**src/rtl/regfile_mp.sv**
```systemverilog
// -----------------------------------------------------------------------------
// regfile_mp
//   Multi-port register file for the pipelined CPU core.
//   - 2 combinational read ports: Rs and Rt.
//   - 2 write ports: port 0 is the WB stage, port 1 is the long-latency unit.
//     If both ports write the same register, port 1 wins.
//   - Optional write->read bypass (BYPASS).
//   - One busy bit per register, used by decode to detect hazards and stall.
//
// Ports
//   clk, reset               rising-edge clock, synchronous active-high reset
//   we0/waddr0/wdata0        write port 0 (WB stage)
//   we1/waddr1/wdata1        write port 1 (long-latency unit)
//   raddr0/rdata0            read port 0 (Rs)
//   raddr1/rdata1            read port 1 (Rt)
//   issue_we/issue_addr      destination register of a newly issued instruction
//   busy0/busy1              the register on raddr0/raddr1 has a pending producer
// -----------------------------------------------------------------------------
module regfile_mp #(
    parameter int DATA_W   = 32,
    parameter int ADDR_W   = 5,
    parameter int NREGS    = 32,
    parameter bit ZERO_REG = 1'b1,
    parameter bit BYPASS   = 1'b1
) (
    input  logic              clk,
    input  logic              reset,
    input  logic              we0,
    input  logic [ADDR_W-1:0] waddr0,
    input  logic [DATA_W-1:0] wdata0,
    input  logic              we1,
    input  logic [ADDR_W-1:0] waddr1,
    input  logic [DATA_W-1:0] wdata1,
    input  logic [ADDR_W-1:0] raddr0,
    input  logic [ADDR_W-1:0] raddr1,
    output logic [DATA_W-1:0] rdata0,
    output logic [DATA_W-1:0] rdata1,
    input  logic              issue_we,
    input  logic [ADDR_W-1:0] issue_addr,
    output logic              busy0,
    output logic              busy1
);

    logic [DATA_W-1:0] regs_r [NREGS];
    logic [NREGS-1:0]  busy_r;

    // Qualified write enables. Writes to register 0 (when ZERO_REG is set)
    // and to unimplemented addresses are dropped here. These same enables
    // drive both the storage update and the bypass path.
    logic wv0_s;
    logic wv1_s;
    logic iv_s;

    // The address selects an implemented register.
    function automatic logic implemented(input logic [ADDR_W-1:0] a);
        return (32'(a) < 32'(NREGS));
    endfunction

    // The address selects a register that can hold data and can go busy.
    function automatic logic writable(input logic [ADDR_W-1:0] a);
        return implemented(a) && !(ZERO_REG && (a == '0));
    endfunction

    // Read mux for one port.
    // An address that reads as zero has priority over any bypass.
    // Within the bypass, port 1 has priority over port 0.
    function automatic logic [DATA_W-1:0] read_port(input logic [ADDR_W-1:0] ra);
        logic [DATA_W-1:0] v;
        v = '0;
        if (!writable(ra)) begin
            v = '0;
        end else if (BYPASS && wv1_s && (waddr1 == ra)) begin
            v = wdata1;
        end else if (BYPASS && wv0_s && (waddr0 == ra)) begin
            v = wdata0;
        end else begin
            // Loop select, so that the index never runs past NREGS.
            for (int i = 0; i < NREGS; i++) begin
                if (ra == ADDR_W'(i)) begin
                    v = regs_r[i];
                end else begin
                    v = v;
                end
            end
        end
        return v;
    endfunction

    // Busy flag for one read port.
    // A pending producer is hidden when its result is being forwarded this cycle.
    function automatic logic busy_port(input logic [ADDR_W-1:0] ra);
        logic b;
        b = 1'b0;
        for (int i = 0; i < NREGS; i++) begin
            if (ra == ADDR_W'(i)) begin
                b = busy_r[i];
            end else begin
                b = b;
            end
        end
        if (BYPASS && ((wv1_s && (waddr1 == ra)) || (wv0_s && (waddr0 == ra)))) begin
            b = 1'b0;
        end else begin
            b = b;
        end
        return b;
    endfunction

    // Qualify the write and issue enables against the address map.
    always_comb begin
        wv0_s = we0 && writable(waddr0);
        wv1_s = we1 && writable(waddr1);
        iv_s  = issue_we && writable(issue_addr);
    end

    // Register storage. Port 1 overrides port 0 on an address collision.
    always_ff @(posedge clk) begin
        for (int i = 0; i < NREGS; i++) begin
            if (reset) begin
                regs_r[i] <= '0;
            end else if (wv1_s && (waddr1 == ADDR_W'(i))) begin
                regs_r[i] <= wdata1;
            end else if (wv0_s && (waddr0 == ADDR_W'(i))) begin
                regs_r[i] <= wdata0;
            end else begin
                regs_r[i] <= regs_r[i];
            end
        end
    end

    // Scoreboard. A new issue beats a completing write to the same register,
    // because the issued instruction is the younger producer.
    always_ff @(posedge clk) begin
        for (int i = 0; i < NREGS; i++) begin
            if (reset) begin
                busy_r[i] <= 1'b0;
            end else if (iv_s && (issue_addr == ADDR_W'(i))) begin
                busy_r[i] <= 1'b1;
            end else if ((wv1_s && (waddr1 == ADDR_W'(i))) ||
                         (wv0_s && (waddr0 == ADDR_W'(i)))) begin
                busy_r[i] <= 1'b0;
            end else begin
                busy_r[i] <= busy_r[i];
            end
        end
    end

    // Read data and busy outputs. All of them are forced to zero while reset is high.
    always_comb begin
        if (reset) begin
            rdata0 = '0;
            rdata1 = '0;
            busy0  = 1'b0;
            busy1  = 1'b0;
        end else begin
            rdata0 = read_port(raddr0);
            rdata1 = read_port(raddr1);
            busy0  = writable(raddr0) && busy_port(raddr0);
            busy1  = writable(raddr1) && busy_port(raddr1);
        end
    end

endmodule

```
**config.mk**
```make
export PLATFORM = sky130hd
export DESIGN_NAME = regfile_mp
export DESIGN_NICKNAME = d
export VERILOG_FILES = /design/src/rtl/regfile_mp.sv
export SDC_FILE = /design/constraint.sdc
export NUM_CORES = 2
export LEC_CHECK = 0
export ABC_CLOCK_PERIOD_IN_PS = 5500
export CELL_PAD_IN_SITES_DETAIL_PLACEMENT = 0
export CELL_PAD_IN_SITES_GLOBAL_PLACEMENT = 1
export CORE_MARGIN = 5
export CORE_UTILIZATION = 25
export DETAILED_ROUTE_END_ITERATION = 8
export PLACE_DENSITY_LB_ADDON = 0.1
export SYNTH_ARGS = -nofsm -noshare
export SYNTH_HDL_FRONTEND = slang
export SYNTH_SLANG_ARGS = --single-unit
```
**constraint.sdc**
```tcl
create_clock -name clk -period 5.5 [get_ports clk]
set_clock_uncertainty 0.1 [all_clocks]
set_input_delay 1.1 -clock clk [delete_from_list [all_inputs] [get_ports clk]]
set_output_delay 1.1 -clock clk [all_outputs]
set_load 0.03 [all_outputs]
```
==> impl_metrics.csv <==
group,metric,value,unit
clock_tree,clk_latency,0.80,ns
setup_path,crit_buf_inv,7,
sta,setup_violations,16,
sta,maxSlewViolCount,0,
setup_path,required,4.30,ns
clock_tree,numCtsBuffers,141,
status,status,"finished, violations left",
sta,fmax,177,MHz
setup_path,cp-end-kind,"output port",
clock_tree,cts_tree,"yes",
logic_synthesis,ys_ff_latch,1024,
drt,num_vias,67750,
sta,worst_slew_pin_slew,1.19,ns
sta,slew_headroom,20.3,%
setup_path,critical_path_class,"input pin to output port",
power_and_ir_drop,p_per_area,288,nW/um2
logic_synthesis,synth_top_area_share,48.2,%
sta,hold_slack,0.389,ns
logic_synthesis,syn_area,61800,um2
sta,rsz0062_at_grt,"true",
floorplan,io_pins,160,
job,drv_cap,0,
logic_synthesis,postSynthCellCount,5880,
logic_synthesis,synth_edf_count,992,
finish,fillCellCount,25005,
clock_tree,clkSinkCount,1024,
hold_path,holdCritPathClass,"flop to flop",
drt,drc,0,
logic_synthesis,synthMostInstantiatedCell,"a22o_1",
drt,wl_per_cell,55.0,um
floorplan,placementRows,182,
placed_design,hpwl,393,mm
logic_synthesis,ys_top_cells_by_count,"1004 x a22o_1, 992 x edfxtp_1, 509 x clkbuf_1, 322 x nor2_1, 302 x a22oi_1",
floorplan,initial_core_util,25.1,%
clock_tree,h-tree-depth,4,
global_routing,gr-usage-all-layers,40.4,%
sta,period_share,103,%
finish,layout-drive-gt1-share,27.1,%
placed_design,io_buffers,159,
drt,drt_pre_antenna_iters,7,
floorplan,die_height,507,um
sta,hold_viol_final,0,
status,violations,"setup timing",
logic_synthesis,avgSynthCellArea,10.5,um2
finish,stdcell_count,9859,
clock_tree,clockBufferDepth,3,
setup_path,path_max_fanout,10,
sta,post-route-min-period,5.64,ns
finish,nets,6595,
logic_synthesis,yosysTopAreaCell,"edfxtp_1",
setup_path,crit_path_frequent_cell,"buf_4",
drt,drt_iter0_markers,11947,
power_and_ir_drop,vdd.ir_drop.worst,0.361,mV
placed_design,gp_congestion,0.984,
floorplan,coreArea,246000,um2
logic_synthesis,ys_types,92,
clock_tree,clock-root-buffer,"clkbuf_16",
global_routing,grt_start_max_net_pins,61,
drt,vias_per_cell,6.87,
setup_path,critical_path.cell_chain,"buf_2 -> buf_12 -> buf_4 -> nand2b_2 -> buf_4 -> nor2_2 -> buf_4 -> a21oi_1 -> o211ai_1 -> o2111ai_2 -> a21oi_2 -> buf_4 -> buf_12",
logic_synthesis,synth_area_leaders,"edfxtp_1 48%, a22o_1 14%, a22oi_1 3.7%",
logic_synthesis,synth_nets,5974,
setup_path,arrival,4.44,ns
placed_design,place_inst,9564,
setup_path,slowest_stage,"o211ai_1",
setup_path,cpPeakStageDelay,0.57,ns
global_routing,grt_remaining_overflow,0,
finish,multi_input_area,29000,um2
drt,drt_wl_total,542,mm
setup_path,crit_path_start_kind,"input pin",
clock_tree,clk_pin_slew,0.05,ns
global_routing,antenna_found_initial,64,
finish,syn_to_final_growth,30.3,%
logic_synthesis,ys_seq_area_share,49.2,%
global_routing,grt_pass1_vias,63912,
global_routing,grt_first_pass_wirelength,688,mm
logic_synthesis,synthArstFlopShare,0,%
drt,ant_nets,0,
logic_synthesis,yosys_warnings,0,
setup_path,critPathTopFamily,"buffers and inverters",
logic_synthesis,synthFlopType,"edfxtp_1",
power_and_ir_drop,p_leak,0.0281,uW
finish,regArea,30400,um2
sta,setup_slack,-0.145,ns
floorplan,die_x,507,um
floorplan,dieArea,257000,um2
[worst reg2reg max path, delay by kind of cell, from the launching register on]
family,cells,cell delay [ns]
flops,1,0.66
buf+inv,1,0.17
compound gates,1,0.18
[cell usage in the layout, fill, tap and decap left out, types with 26 or more instances in the layout]
master,Yosys,layout
a211oi_1,40,37
a21oi_1,297,288
a221o_1,29,29
a221oi_1,108,104
a22o_1,1004,1004
a22oi_1,302,299
a31oi_1,32,31
a32oi_1,28,26
and3_1,52,51
buf_12,0,232
buf_2,206,54
buf_4,20,947
clkbuf_1,509,34
clkbuf_16,0,143
clkinv_1,1,32
dfxtp_1,32,32
diode_2,0,28
edfxtp_1,992,992
inv_1,50,48
mux2_2,71,71
mux2i_1,76,75
nand2_1,297,296
nand2b_1,58,53
nand3_1,108,107
nand4_1,47,47
nor2_1,322,248
nor2_2,11,37
nor2_4,2,50
nor2b_1,39,30
nor3_1,109,72
nor3_2,4,39
o211ai_1,50,50
o21ai_0,284,278
o221ai_1,62,62
o22ai_1,112,110
[cell type report]
type	instances	share of cell area, %
antenna	28	0.0870
clock buffer	179	4.63
clock inverter	74	0.766
inverter	52	0.242
multi-input combinational	4007	36.0
sequential	1024	37.8
tap	3220	5.00
timing repair buffer	1275	15.5
[flip-flops by register name, summed over array words and instances (netlist names)]
name    flops
busy_r     32
regs_r    992
[stage by stage]
step | total power (uW) | setup WS, ns | setup TNS, ns | util (%) | area (um2)
floorplan | 10900 | 0.649 | 0 | - | 61800
global placement | 13900 | -1.34 | -8.90 | 30.7 | 75600
detailed placement | 13800 | -0.814 | -7.47 | 30.7 | 75600
CTS | 23000 | -0.0282 | -0.0282 | 32.7 | 80300
global route | 23400 | -0.0152 | -0.0359 | 32.7 | 80500
finish | 23200 | -0.145 | -0.922 | 32.8 | 80600
[logic make-up (layout without fill, tap and decap cells)]
group           after synthesis  after routing  synth area share (%)
compound gates             2590           2590                  31.9
xor+xnor                     20             20                 0.283
buf+inv                     849           1580                  5.74
flops                      1024           1024                  49.2
mux                         153            153                  2.74
other cells                   0             28                     0
simple gates               1244           1244                  10.1
[final timing paths]
kind	start	to	slack, ns	cells after the start
setup / recovery	raddr0[3]	rdata0[9]	-0.14	13
hold / removal	busy_r[0]$_SDFFE_PP0P_	busy_r[0]$_SDFFE_PP0P_	0.39	1
setup reg to reg	busy_r[26]$_SDFFE_PP0P_	busy_r[26]$_SDFFE_PP0P_	4.31	2
hold reg to reg	busy_r[0]$_SDFFE_PP0P_	busy_r[0]$_SDFFE_PP0P_	0.39	1
[layer usage]
metal	GRT usage [%]	up-vias	part of all wire, %	routed length (um)
met5	0	-	0.044	238
met4	26.4	28	8.4	45300
met3	10.3	1364	10	55800
met2	61.5	5650	43	233000
met1	50.6	35621	38	207000
li1	-	25087	-	-
[report_power, final]
part,internal (uW),switching (uW)
registers,9070,514
clock network,5130,4130
logic,1350,2990
[timing repair]
action                                  in CTS  in global routing
pin swaps                                   13                  7
endpoints found under the setup margin      33                 28
hold buffers                                 0                  0
gates resized for setup                     67                 27
cloned                                       0                  0
buffers inserted                             9                  5
Power figures use the tool's default switching activity.
